`src/rtl/demux_1_to_3_reg_if.sv`:
```
// -----------------------------------------------------------------------------
// demux_1_to_3_reg_if
// Handshake bundle for the registered 1-to-3 demultiplexer.
//   d, s1, s0, in_valid, in_ready   : input word, port select, input handshake
//   u, v, w                         : buffered output words
//   u/v/w_valid, u/v/w_ready        : per-port output handshakes
//   cnt_u, cnt_v, cnt_w             : per-port delivery counters (wrapping)
// master = producer/consumer side (testbench / board), slave = demux block.
// -----------------------------------------------------------------------------
interface demux_1_to_3_reg_if #(
    parameter int WIDTH = 1,
    parameter int CNT_W = 8
);
    logic [WIDTH-1:0] d;
    logic             s0;
    logic             s1;
    logic             in_valid;
    logic             in_ready;
    logic [WIDTH-1:0] u;
    logic [WIDTH-1:0] v;
    logic [WIDTH-1:0] w;
    logic             u_valid;
    logic             v_valid;
    logic             w_valid;
    logic             u_ready;
    logic             v_ready;
    logic             w_ready;
    logic [CNT_W-1:0] cnt_u;
    logic [CNT_W-1:0] cnt_v;
    logic [CNT_W-1:0] cnt_w;

    modport slave (
        input  d, s0, s1, in_valid, u_ready, v_ready, w_ready,
        output in_ready, u, v, w, u_valid, v_valid, w_valid,
               cnt_u, cnt_v, cnt_w
    );

    modport master (
        output d, s0, s1, in_valid, u_ready, v_ready, w_ready,
        input  in_ready, u, v, w, u_valid, v_valid, w_valid,
               cnt_u, cnt_v, cnt_w
    );
endinterface

```
`src/rtl/demux_1_to_3_reg.sv`:
```
// -----------------------------------------------------------------------------
// demux_1_to_3_reg
// Registered 1-to-3 demultiplexer. One word per valid/ready handshake is
// steered by s1/s0 into one of three single-entry buffers (u, v, w), each
// drained by its own valid/ready handshake. A wrapping counter per port
// counts delivered (drained) words.
// Ports:
//   clk  : system clock, rising edge
//   rst  : asynchronous active-high reset
//   bus  : demux_1_to_3_reg_if.slave (see interface file for signal list)
// Select: s1=1 -> w, s1=0/s0=0 -> u, s1=0/s0=1 -> v.
//
// Per-port state table:
//   ST_EMPTY | buffer holds no word, x_valid = 0
//   ST_FULL  | buffer holds a word, x_valid = 1, data held stable
// -----------------------------------------------------------------------------
module demux_1_to_3_reg #(
    parameter int WIDTH = 1,
    parameter int CNT_W = 8
) (
    input  logic                     clk,
    input  logic                     rst,
    demux_1_to_3_reg_if.slave        bus
);

    typedef enum logic {
        ST_EMPTY = 1'b0,
        ST_FULL  = 1'b1
    } port_state_e;

    // Index 0 = u, 1 = v, 2 = w throughout.
    port_state_e      r_state     [3];
    port_state_e      w_state_nxt [3];
    logic [WIDTH-1:0] r_data      [3];
    logic [CNT_W-1:0] r_cnt       [3];

    logic [2:0] w_sel;
    logic [2:0] w_valid;
    logic [2:0] w_ready;
    logic [2:0] w_drain;
    logic [2:0] w_accept;
    logic       w_in_ready;

    always_comb begin
        w_sel   = {bus.s1, ~bus.s1 & bus.s0, ~bus.s1 & ~bus.s0};
        w_ready = {bus.w_ready, bus.v_ready, bus.u_ready};
        for (int i = 0; i < 3; i++) begin
            w_valid[i] = (r_state[i] == ST_FULL);
        end
        w_drain    = w_valid & w_ready;
        // Selected buffer can take a word if empty, or if it is being
        // drained this same cycle (pass-through refill). No in_valid term.
        w_in_ready = |(w_sel & (~w_valid | w_ready));
        w_accept   = w_sel & {3{bus.in_valid & w_in_ready}};
    end

    always_comb begin
        for (int i = 0; i < 3; i++) begin
            w_state_nxt[i] = r_state[i];
            case (r_state[i])
                ST_EMPTY: if (w_accept[i])                 w_state_nxt[i] = ST_FULL;
                ST_FULL:  if (w_drain[i] && !w_accept[i])  w_state_nxt[i] = ST_EMPTY;
                default:                                   w_state_nxt[i] = ST_EMPTY;
            endcase
        end
    end

    always_ff @(posedge clk or posedge rst) begin
        if (rst) begin
            for (int i = 0; i < 3; i++) begin
                r_state[i] <= ST_EMPTY;
                r_data[i]  <= '0;
                r_cnt[i]   <= '0;
            end
        end else begin
            for (int i = 0; i < 3; i++) begin
                r_state[i] <= w_state_nxt[i];
                if (w_accept[i]) begin
                    r_data[i] <= bus.d;
                end
                if (w_drain[i]) begin
                    r_cnt[i] <= r_cnt[i] + CNT_W'(1);
                end
            end
        end
    end

    assign bus.in_ready = w_in_ready;
    assign bus.u        = r_data[0];
    assign bus.v        = r_data[1];
    assign bus.w        = r_data[2];
    assign bus.u_valid  = w_valid[0];
    assign bus.v_valid  = w_valid[1];
    assign bus.w_valid  = w_valid[2];
    assign bus.cnt_u    = r_cnt[0];
    assign bus.cnt_v    = r_cnt[1];
    assign bus.cnt_w    = r_cnt[2];

endmodule

```
`src/flat_wrapper.sv`:
```
// flat-port wrapper written by rule: the top's interface ports become plain ports
module demux_1_to_3_reg_flat 
#(
    parameter int WIDTH = 1,
    parameter int CNT_W = 8
)
  (clk, rst, bus_d, bus_s0, bus_s1, bus_in_valid, bus_u_ready, bus_v_ready, bus_w_ready, bus_in_ready, bus_u, bus_v, bus_w, bus_u_valid, bus_v_valid, bus_w_valid, bus_cnt_u, bus_cnt_v, bus_cnt_w);
  demux_1_to_3_reg_if #(.WIDTH(WIDTH), .CNT_W(CNT_W)) bus_i ();
  input  logic clk;
  input  logic rst;
  input wire logic [$bits(bus_i.d)-1:0] bus_d;
  input wire logic [$bits(bus_i.s0)-1:0] bus_s0;
  input wire logic [$bits(bus_i.s1)-1:0] bus_s1;
  input wire logic [$bits(bus_i.in_valid)-1:0] bus_in_valid;
  input wire logic [$bits(bus_i.u_ready)-1:0] bus_u_ready;
  input wire logic [$bits(bus_i.v_ready)-1:0] bus_v_ready;
  input wire logic [$bits(bus_i.w_ready)-1:0] bus_w_ready;
  output wire logic [$bits(bus_i.in_ready)-1:0] bus_in_ready;
  output wire logic [$bits(bus_i.u)-1:0] bus_u;
  output wire logic [$bits(bus_i.v)-1:0] bus_v;
  output wire logic [$bits(bus_i.w)-1:0] bus_w;
  output wire logic [$bits(bus_i.u_valid)-1:0] bus_u_valid;
  output wire logic [$bits(bus_i.v_valid)-1:0] bus_v_valid;
  output wire logic [$bits(bus_i.w_valid)-1:0] bus_w_valid;
  output wire logic [$bits(bus_i.cnt_u)-1:0] bus_cnt_u;
  output wire logic [$bits(bus_i.cnt_v)-1:0] bus_cnt_v;
  output wire logic [$bits(bus_i.cnt_w)-1:0] bus_cnt_w;
  assign bus_i.d = bus_d;
  assign bus_i.s0 = bus_s0;
  assign bus_i.s1 = bus_s1;
  assign bus_i.in_valid = bus_in_valid;
  assign bus_i.u_ready = bus_u_ready;
  assign bus_i.v_ready = bus_v_ready;
  assign bus_i.w_ready = bus_w_ready;
  assign bus_in_ready = bus_i.in_ready;
  assign bus_u = bus_i.u;
  assign bus_v = bus_i.v;
  assign bus_w = bus_i.w;
  assign bus_u_valid = bus_i.u_valid;
  assign bus_v_valid = bus_i.v_valid;
  assign bus_w_valid = bus_i.w_valid;
  assign bus_cnt_u = bus_i.cnt_u;
  assign bus_cnt_v = bus_i.cnt_v;
  assign bus_cnt_w = bus_i.cnt_w;
  demux_1_to_3_reg #(.WIDTH(WIDTH), .CNT_W(CNT_W)) u_core (.clk(clk), .rst(rst), .bus(bus_i));
endmodule
```
`config.mk`:
```
export PLATFORM = sky130hd
export DESIGN_NAME = demux_1_to_3_reg_flat
export DESIGN_NICKNAME = d
export VERILOG_FILES = /design/src/rtl/demux_1_to_3_reg_if.sv /design/src/rtl/demux_1_to_3_reg.sv /design/src/flat_wrapper.sv
export SDC_FILE = /design/constraint.sdc
export NUM_CORES = 1
export LEC_CHECK = 0
export CORE_ASPECT_RATIO = 0.75
export CORE_MARGIN = 1
export CORE_UTILIZATION = 35
export DETAILED_ROUTE_END_ITERATION = 10
export PLACE_DENSITY = 0.66
export SLEW_MARGIN = 20
export SYNTH_ARGS = -nofsm -noshare
export SYNTH_HDL_FRONTEND = slang
export SYNTH_SLANG_ARGS = --single-unit
```
`constraint.sdc`:
```
create_clock -name clk -period 1.8 [get_ports clk]
set_clock_uncertainty 0.2 [all_clocks]
set_input_delay 0.36 -clock clk [delete_from_list [all_inputs] [get_ports clk]]
set_output_delay 0.36 -clock clk [all_outputs]
set_load 0.03 [all_outputs]
```
Yosys cells after proc, flatten, opt, wreduce, memory -nomap -nowiden
Index checks and enable logic that the tools add are counted.

Register bits after elaboration: 30. Output and inout port bits: 31.

$add $sub $neg: 3. Muxes and demuxes: 9. Bitwise operators: 13. Reductions and logical operators: 7.

Operators with widths (count): adder 8 x 1 -> 8 bit, second input constant (3); bitwise AND 3 bit (3); two-way mux 1 bit (6); one-hot mux 1 bit (2 select lines) (3); inverter 1 bit (5); bitwise AND 1 bit (3); logical AND 1 bit (3); logical NOT 1 bit (3); inverter 3 bit (1); bitwise OR 3 bit (1); OR reduction 3 bit (1).

Longest topological paths before layout
Depth after elaboration: 10. Gate-level depth with buffers: 4.

Least setup slack after synthesis
No wires, ideal clock.

Path type: register to output. Start point: reg u_core.r_state (netlist bit u_core.bus.u_valid). End point: out bus_in_ready. Arrival time: 1.388 ns. Required time: 1.240 ns. Setup slack: -0.148 ns. Stages on the path, launching flop included: 4. Path buffers: 0. Path through: dfrtp_1 -> nand2b_1 -> o21ai_0 -> o21ai_0.

Longest elaborated chain between the ends: 4.

Ends and longest elaborated chain: start, declared (line demux_1_to_3_reg.sv:32) `port_state_e r_state [3];`; start signal, assigned by index (line demux_1_to_3_reg.sv:77) `r_state[i] <= w_state_nxt[i];`; inverter 3 bit (line demux_1_to_3_reg.sv:53) `w_in_ready = |(w_sel & (~w_valid | w_ready));`; bitwise OR 3 bit (line demux_1_to_3_reg.sv:53); bitwise AND 3 bit (line demux_1_to_3_reg.sv:53); OR reduction 3 bit (line demux_1_to_3_reg.sv:53); end, declared (line flat_wrapper.sv:18) `output wire logic [$bits(bus_i.in_ready)-1:0] bus_in_ready;`.

No other way between the ends.

Worst setup path after layout
Start point: in bus_s1. End point: out bus_in_ready.

Longest elaborated chain between the ends: 4.

Ends and longest elaborated chain: start, declared (line flat_wrapper.sv:13) `input wire logic [$bits(bus_i.s1)-1:0] bus_s1;`; inverter 1 bit (line demux_1_to_3_reg.sv:45) `w_sel = {bus.s1, ~bus.s1 & bus.s0, ~bus.s1 & ~bus.s0};`; bitwise AND 1 bit (line demux_1_to_3_reg.sv:45); bitwise AND 3 bit * (line demux_1_to_3_reg.sv:53); OR reduction 3 bit * (line demux_1_to_3_reg.sv:53).

Every way passes the cells marked *; elsewhere a longest branch is shown, timed or not.

==> results.sh <==
export IMPL_drive_gt1_share_pct=17.0
export IMPL_die_h_um=55.2
export IMPL_r2r_cells=4
export IMPL_r2r_slack_ns=0.37
export IMPL_core_sq_um=3450
export IMPL_start_util_pct=38.3
export IMPL_synthDominantCellAreaShare_pct=56.8
export IMPL_crit_path_start_kind="input pin"
export IMPL_grt_pass1_wl_mm=4.46
export IMPL_wl_mm=2.56
export IMPL_cts_sinks=30
export IMPL_cts_path_max_buffers=2
export IMPL_finalPower_mw=2.55
export IMPL_hold_violations=0
export IMPL_synthDistinctLibCells=22
export IMPL_syn_to_final_growth_pct=43.2
export IMPL_final_fill_count=328
export IMPL_avgRoutedWirePerCell_um=11.9
export IMPL_cp_end_kind="primary output"
export IMPL_required_ns=1.24
export IMPL_p_sw_share_pct=39.6
export IMPL_yosys_warnings=0
export IMPL_cts_tree="done"
export IMPL_period_share_pct=97.6
export IMPL_final_cells=215
export IMPL_yosysTopAreaCell="dfrtp_1"
export IMPL_grt_max_degree=31
export IMPL_placed_cells=207
export IMPL_drc_errors=0
export IMPL_post_cts_setup_buffers=0
export IMPL_arrival_ns=1.20
export IMPL_grt_usage_pct=14.5
export IMPL_drt_first_pass_iters=4
export IMPL_path_max_fanout=5
export IMPL_maxCapViolCount=0
export IMPL_cellLeakagePower_nw=0.964
export IMPL_clkLatencyLatePin_ns=0.28
export IMPL_r2r_start="u_core.bus.cnt_u[0]"
export IMPL_gr_total_overflow=0
export IMPL_cts_htree_levels=2
export IMPL_multiInputGateArea_sq_um=563
export IMPL_pwr_share_comb_pct=38.0
export IMPL_fmax_mhz=569
export IMPL_ctsRootBufferMaster="clkbuf_8"
export IMPL_ir_drop_v=0.000612
export IMPL_synth_area_leaders="dfrtp_1 57%, xnor2_1 9.9%, mux2_2 5.1%"
export IMPL_vias=977
export IMPL_hp_class="in -> async"
export IMPL_clockPowerShare_pct=21.8
export IMPL_syn_area_per_cell_sq_um=12.0
export IMPL_cts_clk_slew_worst_paths_ns=0.07
export IMPL_vias_per_cell=4.54
export IMPL_worst_pin_slew_ns=0.372
export IMPL_dpl_hpwl_mm=1.88
export IMPL_seqCellArea_sq_um=751
export IMPL_nets=176
export IMPL_cts_inserted_buffers=5
export IMPL_preCtsSetupSlack_ns=-0.122
export IMPL_postRouteAntennaNets=0
export IMPL_dieArea_sq_um=4030
export IMPL_synth_seq_area_share_pct=56.8
export IMPL_syn_inst=110
export IMPL_diodes=0
export IMPL_antenna_found_initial=0
export IMPL_grt_pass1_vias=944
export IMPL_layout_setup_ws_ns=0.0428
export IMPL_die_x_um=72.9
export IMPL_syn_cell_area_sq_um=1320
export IMPL_relSlewSlack_pct=75.2
export IMPL_r2r_end="u_core.bus.cnt_u[6]"
export IMPL_numPortBuffers=39
export IMPL_internal_power_mw=1.54
export IMPL_setup_viol=0
export IMPL_switching_power_mw=1.01
export IMPL_slew_violations=0
export IMPL_p_per_area_nw_per_um2=1350
export IMPL_syn_num_nets=122
export IMPL_rows=18
export IMPL_yosys_register_bits=30
export IMPL_status="finished clean"
export IMPL_rsz0062_at_grt="no"
export IMPL_drtIter0Drc=61
export IMPL_path_class="in -> out"
export IMPL_place_gp_congestion=0.792
export IMPL_period_needed_ns=1.76
export IMPL_fin_util_pct=54.9
export IMPL_seqPwrFrac_pct=40.2
export IMPL_io_pins=40
-- cell families (layout without fill, tap and decap cells) --
family	count (synthesis)	count (layout)	synth area share, %
compound gates	5	5	1.89
xor+xnor	21	21	14.5
fa+ha+maj	3	3	2.84
buf+inv	4	59	1.70
flops	30	30	56.8
mux	6	6	5.11
simple gates	41	41	17.1
-- final cells by class --
| cell class | instances | share of cell area (%) |
|---|---|---|
| Sequential cell | 30 | 39.7 |
| Multi-Input combinational cell | 76 | 29.8 |
| Timing Repair Buffer | 48 | 21.8 |
| Clock buffer | 7 | 4.56 |
| Tap cell | 50 | 3.31 |
| Inverter | 3 | 0.595 |
| Clock inverter | 1 | 0.265 |
-- metal layers --
layer  wire (um)  global-route usage, %
met4          18                   4.20
met1        1250                   20.0
met2        1120                   21.1
met5           0                      0
met3         161                   5.47
-- state kept, by name, summed over array words and instances (netlist names) --
signal / cells
u_core.bus.w: 1
u_core.bus.v_valid: 1
u_core.bus.cnt_w: 8
u_core.bus.w_valid: 1
u_core.bus.u_valid: 1
u_core.bus.cnt_v: 8
u_core.bus.v: 1
u_core.bus.u: 1
u_core.bus.cnt_u: 8
-- critical path, cell delays in order --
cell,delay [ns]
clkdlybuf4s50_1,0.53
nand2_1,0.06
o21ai_1,0.07
buf_4,0.17
-- synthesized netlist by cell type --
| cell | number |
|---|---|
| dfrtp_1 | 30 |
| nand2_1 | 15 |
| xnor2_1 | 15 |
| mux2_2 | 6 |
| nand4_1 | 5 |
| xor2_1 | 5 |
| and3_1 | 4 |
| o21ai_0 | 4 |
| ha_1 | 3 |
| inv_1 | 3 |
| nand2b_1 | 3 |
| nand3_1 | 3 |
| and4_1 | 2 |
| nand3b_1 | 2 |
| nor2_1 | 2 |
| nor3_1 | 2 |
| a21oi_1 | 1 |
| and2_1 | 1 |
| and4_4 | 1 |
| buf_6 | 1 |
| nor3b_2 | 1 |
| xor2_2 | 1 |
-- power by group through the flow --
stage | Clock (mW) | Sequential, mW | Combinational [mW]
after global routing | 0.610 | 1.07 | 1.04
after CTS | 0.578 | 1.03 | 0.981
after detailed placement | 0 | 1.04 | 1.10
after floorplan | 0 | 1.37 | 0.254
final | 0.556 | 1.02 | 0.967
after global placement | 0 | 1.03 | 1.08
-- worst max-delay path by stage --
| stage | startpoint | endpoint | slack (ns) | cells after the start |
|---|---|---|---|---|
| floorplan | u_core.bus.u_valid | bus_in_ready | 0.07 | 3 |
| global placement | bus_u_ready | bus_in_ready | -0.14 | 5 |
| detailed placement | bus_u_ready | bus_in_ready | -0.12 | 5 |
| CTS | bus_s1 | bus_in_ready | 0.05 | 4 |
| global route | u_core.bus.u_valid | bus_in_ready | 0.0006 | 4 |
| finish | bus_s1 | bus_in_ready | 0.04 | 4 |
-- metrics by stage --
step	cell area [sq um]	TNS, ns	hold slack [ns]
after floorplan	1320	0	0.251
after global placement	1830	-0.278	0.262
after detailed placement	1830	-0.343	0.263
after CTS	1890	0	0.246
after global routing	1890	0	0.272
final	1890	0	0.255
-- repair_timing --
item	4_1_cts	5_1_grt
endpoints found under the setup margin	31	0
resized for setup	37	0
hold buffers	0	0
-- placed cells by master (no fill, tap or decap) --
| cell | instances |
|---|---|
| dlygate4sd2_1 | 34 |
| dfrtp_1 | 30 |
| nand2_1 | 15 |
| xnor2_1 | 15 |
| buf_4 | 10 |
| mux2_2 | 6 |
| clkbuf_8 | 6 |
| nand4_1 | 5 |
| xor2_1 | 5 |
| and3_1 | 4 |
| clkdlybuf4s50_1 | 4 |
| nand3_1 | 3 |
| inv_1 | 3 |
| ha_1 | 3 |
| and4_1 | 2 |
| nor2_1 | 2 |
| nor3_1 | 2 |
| nand2b_4 | 2 |
| nand3b_1 | 2 |
| o21ai_1 | 2 |
| o21ai_0 | 2 |
| and2_1 | 1 |
| nand2b_1 | 1 |
| nor3b_2 | 1 |
| a21oi_1 | 1 |
| and4_4 | 1 |
| xor2_2 | 1 |
| clkinv_2 | 1 |
| clkbuf_1 | 1 |
Note: power is estimated with default switching activity, not from simulation.
